$ cat src/rtl/flow_vga_pkg.sv
// Shared VGA plotting constants and the packed pixel type used by the plot queue.
package flow_vga_pkg;
  localparam int VGA_X_MAX   = 159;
  localparam int VGA_Y_MAX   = 119;
  localparam int VGA_COLOR_W = 15;
  localparam int VGA_X_W     = 8;
  localparam int VGA_Y_W     = 7;

  typedef struct packed {
    logic [VGA_COLOR_W-1:0] color;
    logic [VGA_X_W-1:0]     x;
    logic [VGA_Y_W-1:0]     y;
  } pixel_t;

  typedef enum logic {
    ST_RUN   = 1'b0,
    ST_CLEAR = 1'b1
  } plot_state_e;
endpackage

$ cat src/rtl/plot_fifo.sv
// Pixel FIFO: storage array plus read/write pointers and occupancy count.
// The caller only pushes when not full and only pops when not empty.
module plot_fifo
  import flow_vga_pkg::*;
#(
  parameter int DEPTH = 16
) (
  input  logic                   clock,
  input  logic                   resetn,
  input  logic                   push,
  input  logic                   pop,
  input  pixel_t                 wr_data,
  output pixel_t                 rd_data,
  output logic [$clog2(DEPTH):0] count,
  output logic                   full,
  output logic                   empty
);
  localparam int AW = $clog2(DEPTH);

  pixel_t        mem [DEPTH];
  logic [AW-1:0] wr_ptr;
  logic [AW-1:0] rd_ptr;

  // Storage carries no reset; only valid entries are ever read.
  always_ff @(posedge clock) begin
    if (push) mem[wr_ptr] <= wr_data;
  end

  always_ff @(posedge clock or negedge resetn) begin
    if (!resetn) begin
      wr_ptr <= '0;
      rd_ptr <= '0;
      count  <= '0;
    end else begin
      if (push) wr_ptr <= wr_ptr + 1'b1;
      if (pop)  rd_ptr <= rd_ptr + 1'b1;
      if (push && !pop)      count <= count + 1'b1;
      else if (pop && !push) count <= count - 1'b1;
    end
  end

  assign rd_data = mem[rd_ptr];
  assign full    = (count == ($clog2(DEPTH)+1)'(DEPTH));
  assign empty   = (count == '0);
endmodule

$ cat src/rtl/vga_plot_queue.sv
// Buffers plot requests ahead of the VGA adapter and optionally sweeps a full-screen clear.
// The clear engine is compiled in only when FLOW_VGA_CLEAR_EN is defined.
module vga_plot_queue
  import flow_vga_pkg::*;
#(
  parameter int DEPTH = 16,
  parameter int X_MAX = VGA_X_MAX,
  parameter int Y_MAX = VGA_Y_MAX
) (
  input  logic                   clock,
  input  logic                   resetn,
  input  logic [VGA_COLOR_W-1:0] in_color,
  input  logic [VGA_X_W-1:0]     in_x,
  input  logic [VGA_Y_W-1:0]     in_y,
  input  logic                   in_plot,
  input  logic                   clear_req,
  input  logic [VGA_COLOR_W-1:0] clear_color,
  output logic [VGA_COLOR_W-1:0] out_color,
  output logic [VGA_X_W-1:0]     out_x,
  output logic [VGA_Y_W-1:0]     out_y,
  output logic                   out_plot,
  output logic                   full,
  output logic                   busy,
  output logic                   overflow,
  output logic [$clog2(DEPTH):0] count
);
  localparam logic [VGA_X_W-1:0] X_LAST = VGA_X_W'(X_MAX);
  localparam logic [VGA_Y_W-1:0] Y_LAST = VGA_Y_W'(Y_MAX);

  pixel_t in_pix;
  pixel_t rd_data;
  pixel_t sweep_pix;
  pixel_t out_q;
  logic   in_range;
  logic   push_ok;
  logic   pop;
  logic   empty;
  logic   sweep_vld;
  logic   sweep_active;

  assign in_pix   = {in_color, in_x, in_y};
  assign in_range = (in_x <= X_LAST) && (in_y <= Y_LAST);
  // full is the pre-pop value, so a full FIFO refuses a push even on a pop cycle.
  assign push_ok  = in_plot && in_range && !full;

  plot_fifo #(.DEPTH(DEPTH)) u_fifo (
    .clock   (clock),
    .resetn  (resetn),
    .push    (push_ok),
    .pop     (pop),
    .wr_data (in_pix),
    .rd_data (rd_data),
    .count   (count),
    .full    (full),
    .empty   (empty)
  );

`ifdef FLOW_VGA_CLEAR_EN
  plot_state_e            state_q;
  plot_state_e            state_d;
  logic [VGA_X_W-1:0]     sweep_x;
  logic [VGA_Y_W-1:0]     sweep_y;
  logic [VGA_COLOR_W-1:0] sweep_color;
  logic                   clear_go;
  logic                   sweep_last;

  always_ff @(posedge clock or negedge resetn) begin
    if (!resetn) state_q <= ST_RUN;
    else         state_q <= state_d;
  end

  // A clear request beats a pending pop on the same cycle.
  always_comb begin
    state_d    = state_q;
    clear_go   = 1'b0;
    pop        = 1'b0;
    sweep_vld  = 1'b0;
    sweep_last = (sweep_x == X_LAST) && (sweep_y == Y_LAST);
    case (state_q)
      ST_RUN: begin
        if (clear_req) begin
          state_d  = ST_CLEAR;
          clear_go = 1'b1;
        end else begin
          pop = !empty;
        end
      end
      ST_CLEAR: begin
        sweep_vld = 1'b1;
        if (sweep_last) state_d = ST_RUN;
      end
    endcase
  end

  always_ff @(posedge clock or negedge resetn) begin
    if (!resetn) begin
      sweep_x     <= '0;
      sweep_y     <= '0;
      sweep_color <= '0;
    end else if (clear_go) begin
      sweep_x     <= '0;
      sweep_y     <= '0;
      sweep_color <= clear_color;
    end else if (state_q == ST_CLEAR) begin
      if (sweep_x == X_LAST) begin
        sweep_x <= '0;
        sweep_y <= sweep_y + 1'b1;
      end else begin
        sweep_x <= sweep_x + 1'b1;
      end
    end
  end

  assign sweep_pix    = {sweep_color, sweep_x, sweep_y};
  assign sweep_active = (state_q == ST_CLEAR);
`else
  logic unused_clear;

  assign unused_clear = ^{clear_req, clear_color};
  assign pop          = !empty;
  assign sweep_vld    = 1'b0;
  assign sweep_pix    = '0;
  assign sweep_active = 1'b0;
`endif

  always_ff @(posedge clock or negedge resetn) begin
    if (!resetn) overflow <= 1'b0;
    else if (in_plot && in_range && full) overflow <= 1'b1;
  end

  // Output stage: registered pixel and strobe towards the adapter.
  always_ff @(posedge clock or negedge resetn) begin
    if (!resetn) begin
      out_q    <= '0;
      out_plot <= 1'b0;
    end else if (pop) begin
      out_q    <= rd_data;
      out_plot <= 1'b1;
    end else if (sweep_vld) begin
      out_q    <= sweep_pix;
      out_plot <= 1'b1;
    end else begin
      out_plot <= 1'b0;
    end
  end

  assign out_color = out_q.color;
  assign out_x     = out_q.x;
  assign out_y     = out_q.y;
  assign busy      = sweep_active || (count != '0);
endmodule

$ cat config.mk
export PLATFORM = sky130hd
export DESIGN_NAME = vga_plot_queue
export DESIGN_NICKNAME = d
export VERILOG_FILES = /design/src/rtl/flow_vga_pkg.sv /design/src/rtl/plot_fifo.sv /design/src/rtl/vga_plot_queue.sv
export SDC_FILE = /design/constraint.sdc
export NUM_CORES = 1
export LEC_CHECK = 0
export BUFFER_PORTS_ARGS = -buffer_cell sky130_fd_sc_hd__buf_2
export CAP_MARGIN = 20
export CORE_MARGIN = 2
export CORE_UTILIZATION = 55
export CTS_CLUSTER_SIZE = 28
export DETAILED_ROUTE_END_ITERATION = 10
export PLACE_DENSITY = 0.75
export SLEW_MARGIN = 20
export SYNTH_ARGS = -nofsm -noshare
export SYNTH_HDL_FRONTEND = slang
export SYNTH_HIERARCHICAL = 1
export SYNTH_SLANG_ARGS = --single-unit
$ cat constraint.sdc
create_clock -name clock -period 4.25 [get_ports clock]
set_clock_uncertainty 0.2 [all_clocks]
set_input_delay 1.275 -clock clock [delete_from_list [all_inputs] [get_ports clock]]
set_output_delay 1.275 -clock clock [all_outputs]
set_load 0.05 [all_outputs]
# Yosys cells after proc, flatten, opt, wreduce, memory -nomap -nowiden
# Memories as Yosys holds them, arrays and structs flattened. A register that Yosys moved wholly into a read port is not among the register bits.
# Index checks and enable logic that the tools add are counted.
word_totals:
  rom_bits: 0
  word_cells: 32
  out_inout_bits: 39
  ramBits: 480
  inputBits: 49
  mem_count: 1
  reg_bits: 15
  latchBits: 0
op_classes:
  div_mod_pow: 0
  n_shift: 0
  muxes: 5
  reduce_logical: 14
  n_bitwise: 0
  magnitude_cmp: 2
  add_sub_neg: 4
  n_eq_ne: 1
  n_mul: 0
memory_table:
  columns: ["memory", "words", "width", "read_ports", "rd_ports_with_merged_regs", "wr", "line_no", "source"]
  rows:
  - ["u_fifo.mem", 16, 30, 1, 1, 1, "plot_fifo.sv:20", "pixel_t mem [DEPTH];"]
ops:
  columns: ["op", "count"]
  rows:
  - ["5-bit two-way mux", 2]
  - ["4-bit by 1-bit adder with 4-bit output (second input constant)", 2]
  - ["8-bit less-or-equal comparator (second input constant)", 1]
  - ["7-bit less-or-equal comparator (second input constant)", 1]
  - ["1-bit logical AND", 6]
  - ["5-bit by 1-bit adder with 5-bit output (second input constant)", 1]
  - ["5-bit == test (second input constant)", 1]
  - ["1-bit zero test", 5]
  - ["5-bit zero test", 1]
  - ["5-bit nonzero test", 1]
  - ["5-bit by 1-bit subtractor with 5-bit output (second input constant)", 1]
  - ["1-bit two-way mux", 3]
  - ["2-bit nonzero test", 1]

# Longest topological paths before layout
logic_depth:
  ltp_word: 8
  mapped_depth: 12
  ltp_nobuf: 11

# Hierarchy
# The synthesis kept the hierarchy.
modules_own_cells:
  columns: ["module", "area_each_um2", "n_inst", "seq_area_each_um2", "cells_each"]
  rows:
  - ["plot_fifo", 18970.7, 1, 14739.1, 827]
  - ["vga_plot_queue", 1238.7, 1, 800.8, 76]

# Worst setup path after synthesis
# OpenSTA, ideal clock, no wires.
synth_timing:
  path_kind: "in2reg"
  startpoint: "input in_y[6]"
  endpoint: "memory u_fifo/mem[3][0] (netlist name), enable pin"
  t_arrival_ns: 4.288
  path_slack_ns: -0.693
  path_buffers: 1
  cell_stages: 5
  setup_time_ns: 0.454
  required_time_ns: 3.596
  cell_sequence: "and4_1 nor4_1 clkbuf_1 nand2_1 nor3_1"
synth_between:
  elab_chain_cells: 6
synth_rtl:
  columns: ["element", "line_no", "source"]
  rows:
  - ["from (decl)", "vga_plot_queue.sv:14", "input logic [VGA_Y_W-1:0] in_y,"]
  - ["7-bit less-or-equal comparator", "vga_plot_queue.sv:42", "assign in_range = (in_x <= X_LAST) && (in_y <= Y_LAST);"]
  - ["1-bit logical AND", "vga_plot_queue.sv:42", null]
  - ["1-bit logical AND (2 in a row)", "vga_plot_queue.sv:44", "assign push_ok = in_plot && in_range && !full;"]
  - ["net push_ok", "vga_plot_queue.sv:35", "logic push_ok;"]
  - ["1-bit two-way mux", "plot_fifo.sv:26", "if (push) mem[wr_ptr] <= wr_data;"]
  - ["1-bit two-way mux (implied by the code)", "plot_fifo.sv:26", null]
  - ["to (decl)", "plot_fifo.sv:20", null]
# The timed path passes the listed nets, and every way through them passes these cells.

# Worst setup path in the final report
layout_timing:
  startpoint: "input in_x[6]"
  endpoint: "register u_fifo.count[4]"
layout_between:
  elab_chain_cells: 7
  elab_cells_between_ends: 9
  cone_classes: "order compare (1); mux (1); reduce/logical (7)"
layout_rtl:
  columns: ["element", "line_no", "source"]
  rows:
  - ["from (decl)", "vga_plot_queue.sv:13", "input logic [VGA_X_W-1:0] in_x,"]
  - ["8-bit less-or-equal comparator *", "vga_plot_queue.sv:42", null]
  - ["1-bit logical AND *", "vga_plot_queue.sv:42", null]
  - ["1-bit logical AND * (2 in a row)", "vga_plot_queue.sv:44", null]
  - ["net push_ok", "vga_plot_queue.sv:35", null]
  - ["1-bit zero test", "plot_fifo.sv:38", "else if (pop && !push) count <= count - 1'b1;"]
  - ["1-bit logical AND", "plot_fifo.sv:38", null]
  - ["2-bit nonzero test (no line)", null, null]
  - ["to (signal assigned)", "plot_fifo.sv:37", "if (push && !pop) count <= count + 1'b1;"]
  - ["to (signal assigned)", "plot_fifo.sv:38", null]
  - ["to (decl)", "plot_fifo.sv:14", "output logic [$clog2(DEPTH):0] count,"]
# The timed path passes the listed nets; every way through them passes the cells marked *.
# A chain may end at the register's enable or synchronous reset.

==> results.tsv <==
stage	metric	value	unit
die	rows	70	
sta	relSlewSlack	25.64	%
power_and_ir_drop	p_sw	0.004730	W
outcome	status	finished clean	
setup_path	r2r-start	u_fifo/count[1]	
cts	post_cts_resized	0	
die	die-area	38290	um2
finish	area_growth	14.13	%
cts	clk_path_buf_depth	3	
finish	final_nets	1081	
power_and_ir_drop	combPwrFrac	28.6	%
setup_path	start_kind	primary input	
grt	grt_overflow	0	
synth	yosys_warnings	6	
setup_path	cp_max_fo	17	
detailed_routing	wl_per_cell	26.38	um
detailed_routing	drt_iter0_markers	913	
cts	cts_sinks	525	
synth	ys_types	34	
detailed_routing	firstDrtPassIters	5	
sta	worstMarginPinSlew	1.113	ns
detailed_routing	avgViaCountPerCell	6.214	
finish	finalNonFillerCells	1532	
detailed_routing	ant_nets	0	
sta	fin_crit_sh	79.92	%
finish	antennaDiodeCount	0	
synth	synth.avg_cell_area	22.38	um2
die	start_util	55.47	%
sta	finalHoldViolations	0	
cts	path_clk_slew	0.06	ns
synth	syn_nets	962	
synth	postSynthCellCount	903	
setup_path	crit_arrival	3.62	ns
power_and_ir_drop	p_int	0.01069	W
grt	grt_pass1_wl	61130	um
hold_path	worstHoldStart	overflow	
cts	post_cts_buffers	0	
die	boundaryPins	88	
detailed_routing	vias	9520	
placed_design	dp_hpwl	22690	um
sta	maxSlewViolCount	0	
cts	cts_hold_buffers	0	
cts	cts_tree	yes	
setup_path	cp-end-kind	register	
synth	yosysSeqAreaShare	76.89	%
detailed_routing	drc	0	
cts	cts_root_buf	clkbuf_16	
grt	first_global_vias	9787	
setup_path	path_class	in -> reg	
die	fp.dieW	195.7	um
detailed_routing	wirelength	40420	um
cts	htree_num_levels	2	
die	die_y	195.7	um
setup_path	startpoint	in_x[6]	
grt	track_usage	21.85	%
power_and_ir_drop	powerDensity	668.6	nW/um2
hold_path	hp-class	reg -> reg	
power_and_ir_drop	seq_power_share	42.6	%
grt	antenna_found_initial	1	
power_and_ir_drop	switching_share	30.67	%
sta	timing.setup.tns	0	ns
synth	synthesis.area	20210	um2
finish	drive_above_1_share	30.83	%
sta	period_needed	3.396	ns
placed_design	place.gp.congestion	0.7497	
synth	yosys_register_bits	525	
power_and_ir_drop	p_leak	7.743	nW
cts	clk_latency	0.57	ns
grt	grt_max_degree	56	
cts	numCtsBuffers	51	
sta	rsz0062_at_grt	no	
power_and_ir_drop	vdd_ir_drop_max	0.0003519	V
die	core_area	36430	um2
setup_path	cp.required	4.47	ns
sta	max_freq	294.4	MHz
sta	setup_viol	0	
placed_design	dpl.cell_count	1437	
placed_design	portBuffers	71	
job	cap_viol_max_count	0	
power_and_ir_drop	power_frac_clock	28.8	%
power_and_ir_drop	fin_total_pwr	0.01542	W
==> registers in the layout, indices dropped and copies added, names as in the netlist <==
name and count:
out_y 7, out_color 15, u_fifo/rd_ptr 4, overflow 1
out_plot 1, u_fifo/wr_ptr 4, out_x 8, u_fifo/mem 480
u_fifo/count 5
==> synthesized netlist by cell type <==
master,n,area [um2]
a21o_1,1,7.510
a21oi_1,1,5.000
a22oi_1,60,450.4
and2_1,2,12.51
and4_1,1,8.760
buf_1,3,11.26
buf_12,8,160.2
buf_2,11,55.05
buf_6,5,56.30
clkbuf_1,20,75.07
dfrtp_1,45,1126
edfxtp_1,480,14410
fa_1,1,20.02
ha_1,9,112.6
inv_1,11,41.29
mux2_2,31,349.1
mux4_1,33,867.1
mux4_2,87,1959
nand2_1,41,153.9
nand2b_1,2,12.51
nand3_1,1,5.000
nand4_1,2,12.51
nor2_1,14,52.55
nor2b_1,4,25.02
nor3_1,6,30.03
nor4_1,2,12.51
o2111ai_1,2,17.52
o21a_1,2,15.01
o21ai_0,5,25.02
o311ai_0,1,8.760
o41ai_2,1,16.27
or3_1,2,12.51
xnor2_1,5,43.79
xor2_1,4,35.03
==> path summary, 6_finish.rpt <==
| kind | to | slack (ns) | depth (start not counted) |
|---|---|---|---|
| worst max-delay path | u_fifo/count[4] | 0.85 | 10 |
| worst min-delay path | overflow | 0.29 | 2 |
| worst max register to register | u_fifo/count[4] | 1.16 | 11 |
| worst min register to register | overflow | 0.29 | 2 |
| max in group asynchronous | out_color[12] | 2.50 | 2 |
| min in group asynchronous | out_color[2] | 0.63 | 1 |
==> routing by layer <==
layer	GRT usage, %	up-vias	wire length [um]
li1	-	4034	-
met1	30.59	5069	16450
met2	36.14	344	20360
met3	3.816	71	2725
met4	6.257	2	868
met5	0	-	13
==> layout make-up <==
cell class | count | area [um2]
Multi-Input combinational cell | 320 | 4436
Inverter | 11 | 41.29
Fill cell | 2405 | 13370
Clock inverter | 19 | 198.9
Tap cell | 468 | 585.6
Timing Repair Buffer | 113 | 783.3
Sequential cell | 525 | 15550
Clock buffer | 76 | 1473
==> placed cells by master, fill, tap and decap left out, types with 3 or more instances in the layout <==
cell,Yosys,final
ha_1,9,9
mux2_2,31,31
edfxtp_1,480,480
nor2_4,0,13
dfrtp_1,45,43
bufinv_16,0,4
o21ai_0,5,5
clkinv_1,0,4
xnor2_1,5,5
mux4_2,87,87
clkbuf_8,0,6
buf_2,11,71
nand2_1,41,41
clkinv_2,0,8
nor3_4,0,4
inv_1,11,11
buf_4,0,33
a22oi_1,60,60
mux4_1,33,33
clkbuf_1,20,17
xor2_1,4,4
clkbuf_16,0,53
nor2b_4,0,3
buf_12,8,9
==> cells by family after synthesis <==
kind of cell | after synthesis | synth area share [%]
compound gates | 73 | 2.699
buf+inv | 58 | 1.975
xor+xnor | 9 | 0.3900
simple gates | 77 | 1.672
flops | 525 | 76.89
fa+ha+maj | 10 | 0.6563
mux | 151 | 15.71
==> power by group through the flow <==
stage,logic (W),clock network [W],registers [W]
after global placement,0.00437,0,0.00666
after CTS,0.00446,0.00453,0.00659
after global routing,0.00471,0.00471,0.00665
after floorplan,0.00298,0,0.00702
final,0.00440,0.00444,0.00657
after detailed placement,0.00444,0,0.00668
==> stage by stage <==
stage	hold WS (ns)	instance area [um2]	setup WS (ns)	util [%]
2_1_floorplan	0.2930	20230	0.1089	-
3_3_place_gp	0.2445	21390	0.3199	58.72
3_5_place_dp	0.2431	21390	0.2531	58.72
4_1_cts	0.2912	23060	0.8420	63.30
5_1_grt	0.3176	23060	0.6806	63.30
6_report	0.2877	23060	0.8535	63.30
==> worst max-delay path, stage by stage <==
cell       delay, ns
buf_2           0.19
o21a_1          0.31
nor4_1          0.31
ha_1            0.36
inv_1           0.14
ha_1            0.33
nor2b_1         0.15
o21a_1          0.19
o2111ai_1       0.20
o311ai_0        0.15
Power figures use the tool's default switching activity.
